==> src/rtl/traffic_phase_controller.sv <==
// Traffic phase controller: green/yellow/all-red sequencing for N
// conflicting approaches with demand skip, gap-out and emergency preemption.
module traffic_phase_controller #(
    parameter int N_PHASES  = 4,
    parameter int PW        = 2,
    parameter int TW        = 5,
    parameter int GREEN_T   = 20,
    parameter int MIN_GREEN = 6,
    parameter int YELLOW_T  = 4,
    parameter int ALLRED_T  = 2
) (
    input  logic                CLK,
    input  logic                RESET,
    input  logic [N_PHASES-1:0] VEH_REQ,
    input  logic                EMERG,
    input  logic [PW-1:0]       EMERG_PHASE,
    output logic [N_PHASES-1:0] RED,
    output logic [N_PHASES-1:0] YELLOW,
    output logic [N_PHASES-1:0] GREEN,
    output logic [PW-1:0]       ACTIVE_PHASE,
    output logic                PREEMPT_ACT,
    output logic [TW-1:0]       timer
);

    typedef enum logic [1:0] {
        S_ALL_RED,
        S_GREEN,
        S_YELLOW,
        S_PREEMPT
    } state_e;

    localparam logic [TW-1:0] GREEN_LD  = TW'(GREEN_T - 1);
    localparam logic [TW-1:0] YELLOW_LD = TW'(YELLOW_T - 1);
    localparam logic [TW-1:0] ALLRED_LD = TW'(ALLRED_T - 1);
    localparam int            GAP_I     = GREEN_T - MIN_GREEN;
    localparam bit            GAP_EN    = (GAP_I >= 0);
    localparam logic [TW-1:0] GAP_LD    = TW'(GAP_I);
    localparam logic [PW-1:0] LAST_PH   = PW'(N_PHASES - 1);
    localparam logic [PW:0]   N_EXT     = (PW+1)'(N_PHASES);
    localparam logic [N_PHASES-1:0] PH_ONE =
        {{(N_PHASES-1){1'b0}}, 1'b1};

    state_e              state_q, state_d;
    logic [TW-1:0]       timer_q, timer_d;
    logic [PW-1:0]       phase_q, phase_d;
    logic [N_PHASES-1:0] red_q, red_d;
    logic [N_PHASES-1:0] yellow_q, yellow_d;
    logic [N_PHASES-1:0] green_q, green_d;
    logic                preempt_q, preempt_d;

    logic                emerg_ok;
    logic [N_PHASES-1:0] active_mask;
    logic                own_req;
    logic                other_req;
    logic                gap_ok;
    logic [PW-1:0]       phase_inc;
    logic [PW-1:0]       pick;
    logic [PW-1:0]       cand;
    logic                found;
    logic [N_PHASES-1:0] lamp_mask;

    // Qualify the preemption request and summarise demand around the active phase
    always_comb begin
        emerg_ok    = EMERG && ({1'b0, EMERG_PHASE} < N_EXT);
        active_mask = PH_ONE << phase_q;
        own_req     = |(VEH_REQ & active_mask);
        other_req   = |(VEH_REQ & ~active_mask);
        gap_ok      = GAP_EN && (timer_q <= GAP_LD);
        phase_inc   = (phase_q == LAST_PH) ? '0 : phase_q + PW'(1);
    end

    // Cyclic demand search starting after the active phase, active phase last
    always_comb begin
        found = 1'b0;
        pick  = phase_inc;
        cand  = '0;
        for (int k = 1; k <= N_PHASES; k++) begin
            cand = PW'((int'(phase_q) + k) % N_PHASES);
            if (!found && |(VEH_REQ & (PH_ONE << cand))) begin
                found = 1'b1;
                pick  = cand;
            end
        end
    end

    // Next state, timer and served phase
    always_comb begin
        state_d = state_q;
        timer_d = timer_q - TW'(1);
        phase_d = phase_q;
        unique case (state_q)
            S_ALL_RED: begin
                if (timer_q == '0) begin
                    if (emerg_ok) begin
                        state_d = S_PREEMPT;
                        phase_d = EMERG_PHASE;
                        timer_d = '0;
                    end else begin
                        state_d = S_GREEN;
                        phase_d = pick;
                        timer_d = GREEN_LD;
                    end
                end
            end
            S_GREEN: begin
                if (emerg_ok && (EMERG_PHASE != phase_q)) begin
                    state_d = S_YELLOW;
                    timer_d = YELLOW_LD;
                end else if (emerg_ok) begin
                    state_d = S_PREEMPT;
                    timer_d = '0;
                end else if ((timer_q == '0) ||
                             (gap_ok && !own_req && other_req)) begin
                    state_d = S_YELLOW;
                    timer_d = YELLOW_LD;
                end
            end
            S_YELLOW: begin
                if (timer_q == '0) begin
                    state_d = S_ALL_RED;
                    timer_d = ALLRED_LD;
                end
            end
            S_PREEMPT: begin
                timer_d = '0;
                if (!emerg_ok) begin
                    state_d = S_YELLOW;
                    timer_d = YELLOW_LD;
                end
            end
        endcase
    end

    // Lamp pattern for the upcoming cycle, so lamps leave a flop
    always_comb begin
        red_d     = '1;
        yellow_d  = '0;
        green_d   = '0;
        lamp_mask = PH_ONE << phase_d;
        preempt_d = (state_d == S_PREEMPT);
        unique case (state_d)
            S_GREEN, S_PREEMPT: begin
                green_d = lamp_mask;
                red_d   = ~lamp_mask;
            end
            S_YELLOW: begin
                yellow_d = lamp_mask;
                red_d    = ~lamp_mask;
            end
            S_ALL_RED: begin
                red_d = '1;
            end
        endcase
    end

    // State and output registers; reset parks on the last phase in all-red
    always_ff @(posedge CLK or posedge RESET) begin
        if (RESET) begin
            state_q   <= S_ALL_RED;
            timer_q   <= ALLRED_LD;
            phase_q   <= LAST_PH;
            red_q     <= '1;
            yellow_q  <= '0;
            green_q   <= '0;
            preempt_q <= 1'b0;
        end else begin
            state_q   <= state_d;
            timer_q   <= timer_d;
            phase_q   <= phase_d;
            red_q     <= red_d;
            yellow_q  <= yellow_d;
            green_q   <= green_d;
            preempt_q <= preempt_d;
        end
    end

    assign RED          = red_q;
    assign YELLOW       = yellow_q;
    assign GREEN        = green_q;
    assign ACTIVE_PHASE = phase_q;
    assign PREEMPT_ACT  = preempt_q;
    assign timer        = timer_q;

endmodule

==> config.mk <==
export PLATFORM = sky130hd
export DESIGN_NAME = traffic_phase_controller
export DESIGN_NICKNAME = d
export VERILOG_FILES = /design/src/rtl/traffic_phase_controller.sv
export SDC_FILE = /design/constraint.sdc
export NUM_CORES = 1
export LEC_CHECK = 0
export CAP_MARGIN = 20
export CORE_AREA = 3 3 50 61
export CTS_CLUSTER_DIAMETER = 30
export DETAILED_ROUTE_END_ITERATION = 8
export DIE_AREA = 0 0 53 64
export PLACE_DENSITY = 0.93
export SYNTH_ARGS = -nofsm -noshare
export SYNTH_HDL_FRONTEND = slang
export SYNTH_SLANG_ARGS = --single-unit
==> constraint.sdc <==
create_clock -name CLK -period 6 [get_ports CLK]
set_clock_uncertainty 0.05 [all_clocks]
set_input_delay 1.8 -clock CLK [delete_from_list [all_inputs] [get_ports CLK]]
set_output_delay 1.8 -clock CLK [all_outputs]
set_load 0.01 [all_outputs]
Word level (Yosys, flattened, before mapping)
Cells that the tools add are included.

$add $sub $neg: 6. $mul: 0. Div/mod/pow operators: 0. Order comparisons: 1. Equality and inequality tests: 8. Shift operators: 6. Mux-type cells: 30. Bitwise logic cells: 8. Reduce and logical (&&, ||, !) cells: 22.

Operator list (count): 2-bit 2-to-1 mux (16); 5-bit 2-to-1 mux (6); 4-bit AND (6); 4-bit OR reduction (6); 1-bit by 2-bit left shift with 4-bit output, first input constant (6); 5-bit one-hot mux with 4 select lines (1); 2-bit equality test, second input constant (5); 4-bit 2-to-1 mux (2); 4-bit inverter (2); 2-bit one-hot mux with 4 select lines (1); 4-bit one-hot mux with 2 select lines (1); 2-bit by 1-bit adder with 2-bit output, second input constant (3); 1-bit logical AND (6); 5-bit by 4-bit <= comparator with 1-bit output, second input constant (1); 5-bit zero test (1); 5-bit by 1-bit subtractor with 5-bit output, second input constant (1); 2-bit adder, second input constant (2); 2-bit by 1-bit equality test with 1-bit output, second input constant (2); 1-bit zero test (4); 2-bit zero test (2); 1-bit 2-to-1 mux (3); 3-bit OR reduction (1); 2-bit != test (1); 2-bit OR reduction (1); 1-bit logical OR (1).

Flip-flop bits (word level): 22. Latch bits: 0. Bits in writable memories: 0. ROM bits: 0. Bits of input ports: 9. Output and inout port bits: 20. Word-level logic and storage cells: 88. Memories: 0.

Depth between registers and ports, before layout
Depth in word-level cells: 20. Gate-level depth with buffers: 10. Gate-level depth less buffers: 9.

Least setup slack after synthesis
Ideal clock, no wire load.

Kind: in2reg. Start: input port VEH_REQ[1]. End: register green_q[0], in the netlist GREEN[0]. Setup time: 0.136 ns. Data arrival time: 3.268 ns. Required time: 5.814 ns. Path slack: 2.545 ns. Stages on the path: 7. Cell sequence: a22o_1 > a221oi_1 > or4b_1 > and4_1 > buf_6 > inv_2 > nor3_1.

Word-level cells in the longest chain between the ends: 17.

RTL lines: start, declared (RTL line 14) `input logic [N_PHASES-1:0] VEH_REQ,`; 4-bit AND (RTL line 79) `if (!found && |(VEH_REQ & (PH_ONE << cand))) begin`; 4-bit OR reduction (RTL line 79); 1-bit 2-to-1 mux (RTL line 79); 1-bit zero test (RTL line 79); 1-bit logical AND (RTL line 79); 1-bit 2-to-1 mux (RTL line 79); 1-bit zero test (RTL line 79); 1-bit logical AND (RTL line 79); [... 3 more ...]; 2-bit 2-to-1 mux * (RTL line 79); 2-bit 2-to-1 mux * (RTL line 94) `if (emerg_ok) begin`; 2-bit 2-to-1 mux * (RTL line 93) `if (timer_q == '0) begin`; 2-bit 2-to-1 mux * (RTL line 91) `unique case (state_q)`; net phase_d[0] (RTL line 45) `logic [PW-1:0] phase_q, phase_d;`; 1-bit by 2-bit left shift with 4-bit output * (RTL line 139) `lamp_mask = PH_ONE << phase_d;`; 4-bit 2-to-1 mux * (RTL line 141) `unique case (state_d)`; net green_d[0] (RTL line 48) `logic [N_PHASES-1:0] green_q, green_d;`; end signal, assigned (RTL line 172) `green_q <= green_d;`; end, declared (RTL line 48).

Mark *: on every way through the listed nets, which the timed path passes. The rest lies on a longest branch.

Worst setup path in the final report
Start: input port VEH_REQ[1]. End: register yellow_q[3], in the netlist YELLOW[3].

Word-level cells in the longest chain between the ends: 17.

RTL lines: 4-bit AND (RTL line 79); 4-bit OR reduction (RTL line 79); 1-bit 2-to-1 mux (RTL line 79); 1-bit zero test (RTL line 79); 1-bit logical AND (RTL line 79); 1-bit 2-to-1 mux (RTL line 79); 1-bit zero test (RTL line 79); 1-bit logical AND (RTL line 79); [... 2 more ...]; 1-bit logical AND (RTL line 79); 2-bit 2-to-1 mux (RTL line 79); 2-bit 2-to-1 mux (RTL line 94); 2-bit 2-to-1 mux (RTL line 93); 2-bit 2-to-1 mux (RTL line 91); 1-bit by 2-bit left shift with 4-bit output (RTL line 139); 4-bit 2-to-1 mux * (RTL line 141); net yellow_d[3] (RTL line 47) `logic [N_PHASES-1:0] yellow_q, yellow_d;`; end signal, assigned (RTL line 171) `yellow_q <= yellow_d;`; end, declared (RTL line 47).

Marked as above.

==> results by stage <==
Worst setup path:
- The critical path class is in2reg.
- STA classifies the critical path startpoint as an input port.
- The largest fanout on the critical path is 7.
- The critical path capture point type is a flop.
- At the worst endpoint, the arrival time is 4060 ps.
- STA puts the critical path data required time at about 6200 ps.

Drt:
- The initial DRC count is 37.
- The antenna violation net count after detailed routing is 0.
- The vias per cell is between 5 and 6.
- The number of remaining DRC errors is 0.
- The total via count after detailed routing is approximately 1,200.
- Before antenna repair, the detailed router went through 4 iterations.
- The total wire length after detailed routing is 3080 um.
- The mean routed wirelength per cell is 15.5 um.

Die:
- The area of the core region is 2530 um^2.
- The row count is 20.
- The area enclosed by the die boundary is around 3400 um^2.
- The width of the die is about 53 um.
- The boundary pin count is 29.
- From bottom edge to top edge, the die measures 64 um.
- Once the floorplan was initialized, standard cells occupied 52.8% of the core.

Clock tree:
- The count of instances resized after the clock tree is built is 0.
- The tree is rooted in a clkbuf_4.
- The post-cts hold buffer count is 0.
- After clock tree synthesis, the clock-pin slew on the worst setup and hold paths is ~110 ps.
- The number of sinks on the clock net is 22.
- Buffers inserted during clock tree synthesis total 3.
- The buffer depth of the longest clock path is 2.
- In this run the post-CTS setup repair buffer count came out at 0.
- The CTS H-tree depth is 1.
- The TritonCTS clock tree is yes.
- Clock latency on the worst-skew pair, taken at its later pin, is 310 ps.

Timing:
- The hold violation count in the final report is 0.
- The worst hold margin is ~650 ps.
- At the pin with the least slew margin, the transition time is 770 ps.
- The setup violation total in the final timing report is 0.
- Headroom to the max-slew limit came out at between 40% and 50%.
- The time the worst path needs with I/O delays and setup is 3890 ps.
- After layout, the worst setup slack is 2110 ps.
- Setup repair after global routing left no endpoint under its margin.
- The highest attainable clock frequency is 257 MHz.
- After layout, the worst path uses about two thirds of the clock period.
- The total negative slack is 0 ps.
- The count of pins over their slew limit is 0.

Yosys:
- Synthesis handed over a netlist of ~140 instances.
- The register area share after synthesis is 41.9%.
- The count of state elements after synthesis is 22.
- The leading register cell type out of synthesis is dfrtp_1.
- The count of yosys warnings during synthesis is 0.
- The fraction of synthesis flops using an asynchronous set or reset pin is 100%.
- The unique cell type count in the Yosys netlist is 44.
- The summed instance area of the synthesized netlist is approximately 1300 um^2.
- The synthesized netlist net count is around 160.
- Counting flops with a built-in enable in the synthesized netlist gives 0.
- A synthesized cell averages roughly 9.6 um^2.

Finish:
- The filler cell count in the final layout is ~210.
- The area growth from synthesis to layout is 25.7%.
- The most common library cell in the layout ignoring fill and taps is clkdlybuf4s50_1.
- The post-route netlist has around an eighth of its cells at a drive strength greater than 1.
- In the layout the commonest cells are clkdlybuf4s50_1 (28), dfrtp_1 (15), nor2_1 (13), nand2_1 (12), inv_1 (9).
- The storage element area is approximately 560 um^2.
- The count of nets after finishing is between 150 and 200.
- The total area of multi-input combinational cells is 703 um^2.
- The number of antenna diodes in the final layout is 0.

Power:
- The switching power total is 0.344 mW.
- The power after layout is ~0.83 mW.
- Internal power comes to 0.481 mW.
- Net switching is between 40% and 50% of the power.
- The worst-case IR drop observed on VDD is roughly 0.35 mV.
- The standby leakage power is roughly 0.69 nW.
- The share of total power in combinational logic is a little over half.
- Dividing total power by cell area gives a power density of roughly 490 nW/um^2.
- In this run, the clock network consumes between 10 and 15% of the power.
- The sequential group share of total power is ~33%.

Global route:
- The via count of the first global-routing pass came to about 1,100.
- The global-route usage over all layers is 20.3%.
- The total overflow left after global routing is 0.
- The pin count of the biggest net entering global routing is 23.
- The initial antenna violation count is 0.
- The first global-routing pass estimated approximately 5200 um of wire.

Placement:
- Prior to clock tree synthesis, the placed netlist has a worst setup slack of about 1800 ps.
- The half-perimeter wire length after placement is approximately 2200 um.
- In this run the tool buffered the top-level ports with 28 buffer cells.
- Routability-driven placement finished with a final weighted congestion of 0.863.

Hold path:
- The path category of the worst min-delay check is reg2reg.

Outcome:
- The flow ran to the end, and the final reports show no timing, DRC or antenna violations.

Job:
- Across the run, the number of max-cap violations was 0.
## power by group through the flow
stage | registers (mW) | clock network (mW) | logic [mW]
after detailed placement | 0.276 | 0 | 0.430
final | 0.275 | 0.112 | 0.438
after global placement | 0.272 | 0 | 0.412
after floorplan | 0.272 | 0 | 0.292
after global routing | 0.284 | 0.120 | 0.485
after CTS | 0.273 | 0.115 | 0.439
## metal layers
layer	track usage, %	wire length (um)	vias up
li1	-	-	560
met1	27.0	1280	572
met2	32.5	1600	33
met3	1.40	145	5
met4	10.5	55	0
met5	0	0	-
## cell type report
class / instances / area share (%)
multi-input cells: 100 / 41.9
repair buffers: 28 / 16.7
clock buffers: 3 / 1.34
clock inverters: 1 / 1.79
flip-flops and latches: 22 / 33.3
inverters: 11 / 2.46
well taps: 33 / 2.46
## worst paths after layout
| path | end | depth (start not counted) | startpoint | slack, ps |
|---|---|---|---|---|
| max | YELLOW[3] | 7 | VEH_REQ[1] | 2110 |
| min | timer[4] | 2 | timer[4] | 650 |
| min reg2reg | timer[4] | 2 | timer[4] | 650 |
| max in group asynchronous | YELLOW[3] | 2 | RESET | 3550 |
| max reg2reg | YELLOW[3] | 8 | timer[0] | 3060 |
| min in group asynchronous | YELLOW[2] | 2 | RESET | 1870 |
## through the flow
step	std cells	util (%)	cell area [um^2]
finish	198	66.4	1680
global route	198	66.4	1680
CTS	198	66.4	1680
detailed placement	194	64.3	1630
global placement	194	64.3	1630
floorplan	139	-	1340
## logic make-up after synthesis
kind of cell	share of synthesized area (%)
xor gates and xnor gates	3.94
buffers and inverters	5.44
and+or+nand+nor	22.2
adders and majority gates	7.50
DFF	41.9
AOI/OAI and AO/OA	19.0
## synthesized netlist by cell type, types with 2 or more instances
library cell / number / area share [%]
nand2b_1: 2 / 0.94
inv_1: 9 / 2.5
a41oi_1: 2 / 1.3
a21oi_1: 7 / 2.6
ha_1: 8 / 7.5
o21ai_0: 2 / 0.75
or3_1: 2 / 0.94
inv_2: 2 / 0.56
o311ai_0: 2 / 1.3
xnor2_1: 5 / 3.3
dfrtp_1: 15 / 28
a22o_1: 3 / 2.0
clkbuf_1: 4 / 1.1
nor2_1: 13 / 3.7
a22oi_1: 2 / 1.1
o21ai_1: 2 / 0.75
nand3_1: 6 / 2.2
nand2_1: 12 / 3.4
nor3_1: 8 / 3.0
dfstp_2: 7 / 14
nor3_2: 2 / 1.5
a221oi_1: 2 / 1.3
## critical path, cell delays in order
cell,delay [ps]
clkdlybuf4s50_1,490
a22o_1,260
a221oi_2,340
a21oi_1,110
or4b_1,470
and4_1,320
nor3_1,270
## state kept, by name, summed over array words and instances, names as in the netlist
name and cells:
PREEMPT_ACT 1, GREEN 4, state_q 2, timer 5, ACTIVE_PHASE 2, YELLOW 4, RED 4
Note: power is estimated with default switching activity, not from simulation.
==> RTL change 1, RTL diff (same settings) <==
Set the parameter `N_PHASES` to 2 (it was 4).
--- a/src/rtl/traffic_phase_controller.sv
+++ b/src/rtl/traffic_phase_controller.sv
@@ -1,7 +1,7 @@
 // Traffic phase controller: green/yellow/all-red sequencing for N
 // conflicting approaches with demand skip, gap-out and emergency preemption.
 module traffic_phase_controller #(
-    parameter int N_PHASES  = 4,
+    parameter int N_PHASES  = 2,
     parameter int PW        = 2,
     parameter int TW        = 5,
     parameter int GREEN_T   = 20,
Ports: changed (resized GREEN, RED, VEH_REQ and YELLOW); port bits go from 29 to 21. No check against the original RTL was run, so the function may have changed too.
==> RTL change 1 against the unedited design <==
Die area unchanged; routed wire length down 34%; highest routed layer unchanged; count of clock-buffer cells in the layout up 1; hold slack worse by 0.036 ns; critical endpoint is now YELLOW[0]; critical path type unchanged; critical path depth down 2; clock power down 34%; worst setup slack better by 0.45 ns; via count down 29%; power down 26%; design area down 30%; area after synthesis down 32%; sequential cell count down 6.
==> RTL change 1: results <==
group,metric,value,unit
route,vias,835,
logic_synthesis,synth_fp_nets,105,
setup_path,cp-endpoint,"YELLOW[0]",
logic_synthesis,synth_area_leaders,"dfrtp_1 33%, dfstp_2 12%, ha_1 4.1%, nor2_1 4.1%, a21oi_1 3.3%",
timing,relSlewSlack,0.607,
route,drt_iter0_drc,22,
clock_network,clock_latency,0.29,ns
setup_path,critPathMaxStageDelay,0.47,ns
setup_path,r2r_cells,6,
setup_path,reg2reg_from,"timer[1]",
route,routed_wl,2020,um
global_routing,grt_pass1_vias,749,
logic_synthesis,yosys-mux-area-fraction,0.0124,
logic_synthesis,synth_compound_area_frac,0.198,
placement,post-place-cells,145,
logic_synthesis,yosys_warnings,0,
setup_path,crit_family,"compound AO/OA/AOI/OAI gates",
placement,gp_congestion,0.883,
setup_path,reg2reg_to,"RED[1]",
logic_synthesis,ys_seq_area_frac,0.445,
outcome,status,"completed",
timing,timing.final.crit_share,0.573,
power,p_leak,0.493,nW
logic_synthesis,synthAdderAreaFrac,0.0412,
logic_synthesis,synthXorXnorAreaFrac,0.0385,
final_layout,drive_above_1_share,0.121,
placement,post-dp-hpwl,1540,um
global_routing,gr-usage-all-layers,0.129,
setup_path,crit_fanout,5,
final_layout,fill_cells,233,
route,viasPerCell,5.60,
logic_synthesis,netlist-cell-type-count,38,
setup_path,slowest_stage,"a2111o_1",
global_routing,grt_max_degree,17,
setup_path,arrival,3.56,ns
setup_path,rrSetupSlack,3.72,ns
logic_synthesis,syn_inst,95,
global_routing,grt_pass1_wl,3350,um
power,ir_drop,218,uV
placement,port_buffers,20,
final_layout,final_nets,127,
placement,pre_cts_ws,2.27,ns
logic_synthesis,synth_commonest_cells,"12 x dfrtp_1, 10 x nor2_1, 6 x a21oi_1, 6 x inv_1",
-- RTL change 1: changes by cell type after synthesis, sizes merged, moves of 5 or more --
| cell | delta |
|---|---|
| inv | -5 |
| nor3 | -6 |
| ha | -5 |
| nand2 | -8 |
-- RTL change 1: stage by stage --
| step | power [W] | instance area [sq um] |
|---|---|---|
| after global placement | 0.000522 | 1140 |
| after CTS | 0.000609 | 1180 |
| after global routing | 0.000658 | 1180 |
| after detailed placement | 0.000533 | 1140 |
| after floorplan | 0.000410 | 911 |
| final | 0.000609 | 1180 |
-- RTL change 1: kinds of logic after synthesis --
| family | count (synthesis) |
|---|---|
| muxes | 1 |
| and+or+nand+nor | 36 |
| DFF | 16 |
| xor gates and xnor gates | 4 |
| buffers and inverters | 10 |
| adders and majority gates | 3 |
| AOI/OAI and AO/OA | 25 |
-- RTL change 1: routing by layer --
metal,wire (um),track usage
met1,844,0.161
met2,1010,0.210
met3,132,0.0186
met4,39,0.0639
met5,0,0
-- RTL change 1: worst min-delay path: cells and delay by family, from the launching register on --
kind            cells  cell delay (ns)
compound gates      1             0.06
flops               1             0.45
buf+inv             1             0.11
-- RTL change 1: final cells by class --
class / count / area, sq um / share of cell area
Tap cell: 33 / 41.3 / 0.0350
Timing Repair Buffer: 21 / 208 / 0.176
Sequential cell: 16 / 405 / 0.344
Inverter: 6 / 22.5 / 0.0191
Multi-Input combinational cell: 69 / 467 / 0.396
Clock buffer: 4 / 36.3 / 0.0308
-- RTL change 1: how the worst min path moves through the flow --
stage	from	end	slack (ns)
finish	ACTIVE_PHASE[1]	ACTIVE_PHASE[1]	0.61
global route	ACTIVE_PHASE[1]	ACTIVE_PHASE[1]	0.63
CTS	ACTIVE_PHASE[1]	ACTIVE_PHASE[1]	0.60
detailed placement	ACTIVE_PHASE[1]	ACTIVE_PHASE[1]	0.58
global placement	timer[3]	timer[3]	0.56
floorplan	state_q[0]	timer[4]	0.56
-- RTL change 1: power by group --
part	switching (W)	internal [W]
Combinational	0.000153	0.000160
Sequential	0.0000609	0.000161
Clock	0.0000367	0.0000370
==> RTL change 2, RTL diff (config.mk and constraints unchanged) <==
Made on the original files. Encoding of `state_e`: now one-hot (4 bits for 4 states).
--- a/src/rtl/traffic_phase_controller.sv
+++ b/src/rtl/traffic_phase_controller.sv
@@ -22,11 +22,11 @@
     output logic [TW-1:0]       timer
 );
 
-    typedef enum logic [1:0] {
-        S_ALL_RED,
-        S_GREEN,
-        S_YELLOW,
-        S_PREEMPT
+    typedef enum logic [3:0] {
+        S_ALL_RED = 4'b0001,
+        S_GREEN   = 4'b0010,
+        S_YELLOW  = 4'b0100,
+        S_PREEMPT = 4'b1000
     } state_e;
 
     localparam logic [TW-1:0] GREEN_LD  = TW'(GREEN_T - 1);
Function: no difference found for any inputs over 4 cycles, from zero or initial values and one cycle with RESET high; so few cycles prove little.
==> RTL change 2 against the unedited design <==
Worst setup slack got worse by 0.017 ns; routed wire length rose by 21%; count of clock-buffer cells in the layout did not move; largest power group unchanged; non-clock buffer count did not move; area after synthesis rose by 15%; sequential cell count rose by 2; register-to-register slack got worse by 0.02 ns; design area rose by 12%; critical path depth did not move; power rose by 16%.
==> RTL change 2: results <==
group,metric,value,unit
final_layout,layout.nonclk_buf_frac,0.150,
clock_network,htreeDepth,1,
placement,gp_congestion,0.885,
placement,pre_cts_ws,1.88,ns
timing,whs,0.523,ns
route,routed_wl,3740,um
logic_synthesis,synth_area_leaders,"dfrtp_1 26%, dfstp_2 14%, ha_1 6.5%, nor3_1 3.9%, nand2_1 2.9%",
power,intPower,0.000536,W
logic_synthesis,yosys-mux-area-fraction,0.00653,
logic_synthesis,synth_commonest_cells,"16 x dfrtp_1, 12 x nand2_1, 12 x nor3_1",
power,ir_drop,435,uV
final_layout,seq_share,0.326,
final_layout,final-clk-cell-share,0.0281,
logic_synthesis,ys_seq_area_frac,0.398,
route,met2_length,1930,um
global_routing,grt_pass1_wl,6560,um
setup_path,cp-endpoint,"RED[3]",
route,viasPerCell,6.55,
global_routing,grtUsageMet2,0.421,
final_layout,final_nets,206,
route,firstDrtPassIters,5,
clock_network,cts.sinks,24,
global_routing,grt_max_degree,25,
setup_path,slowest_stage,"o41ai_1",
hold_path,whs_endpoint,"state_q[0]",
final_layout,drive_above_1_share,0.112,
final_layout,multi_input_area_share,0.455,
setup_path,critPathMaxStageDelay,0.63,ns
final_layout,fill_cells,182,
hold_path,holdCritStartpoint,"state_q[0]",
power,p_leak,0.757,nW
global_routing,gr-usage-all-layers,0.255,
logic_synthesis,synth_fp_nets,180,
setup_path,reg2reg_from,"ACTIVE_PHASE[0]",
outcome,status,"completed",
global_routing,use_met3,0.0559,
route,met3WireLength,226,um
timing,period_minus_slack,3.91,ns
setup_path,rrSetupSlack,3.04,ns
logic_synthesis,synthAdderAreaFrac,0.0653,
global_routing,grt_pass1_vias,1459,
route,wl_met1,1470,um
logic_synthesis,synthXorXnorAreaFrac,0.0343,
setup_path,crit_family,"compound AO/OA/AOI/OAI gates",
placement,place_area,1820,sq um
timing,relSlewSlack,0.419,
clock_network,clock_path_buffers,2,
clock_network,cts.reportedPaths.clkPinSlew,0.14,ns
setup_path,crit_fanout,6,
setup_path,cp-startpoint,"VEH_REQ[2]",
route,drt_iter0_drc,67,
global_routing,gr-usage-met1,0.304,
placement,post-dp-hpwl,2740,um
logic_synthesis,netlist-cell-type-count,54,
final_layout,multi_input_cells,123,
logic_synthesis,synth_compound_area_frac,0.225,
-- RTL change 2: logic make-up after synthesis --
| group | count (synthesis) |
|---|---|
| AND/OR/NAND/NOR | 62 |
| AO/OA/AOI/OAI | 46 |
| flip-flops | 24 |
| buffers and inverters | 16 |
| adder cells (fa/ha/maj) | 8 |
| XOR/XNOR | 6 |
| multiplexers | 1 |
-- RTL change 2: metrics by stage --
stage,util,std cells
after floorplan,-,163
after global placement,0.720,217
after detailed placement,0.720,217
after CTS,0.741,221
after global routing,0.741,221
final,0.741,221
-- RTL change 2: power groups by stage --
stage,registers (W),clock network [W],logic [W]
5_1_grt,0.000329,0.000130,0.000570
3_5_place_dp,0.000318,0,0.000509
4_1_cts,0.000315,0.000121,0.000515
3_3_place_gp,0.000314,0,0.000484
2_1_floorplan,0.000298,0,0.000363
6_report,0.000318,0.000118,0.000518
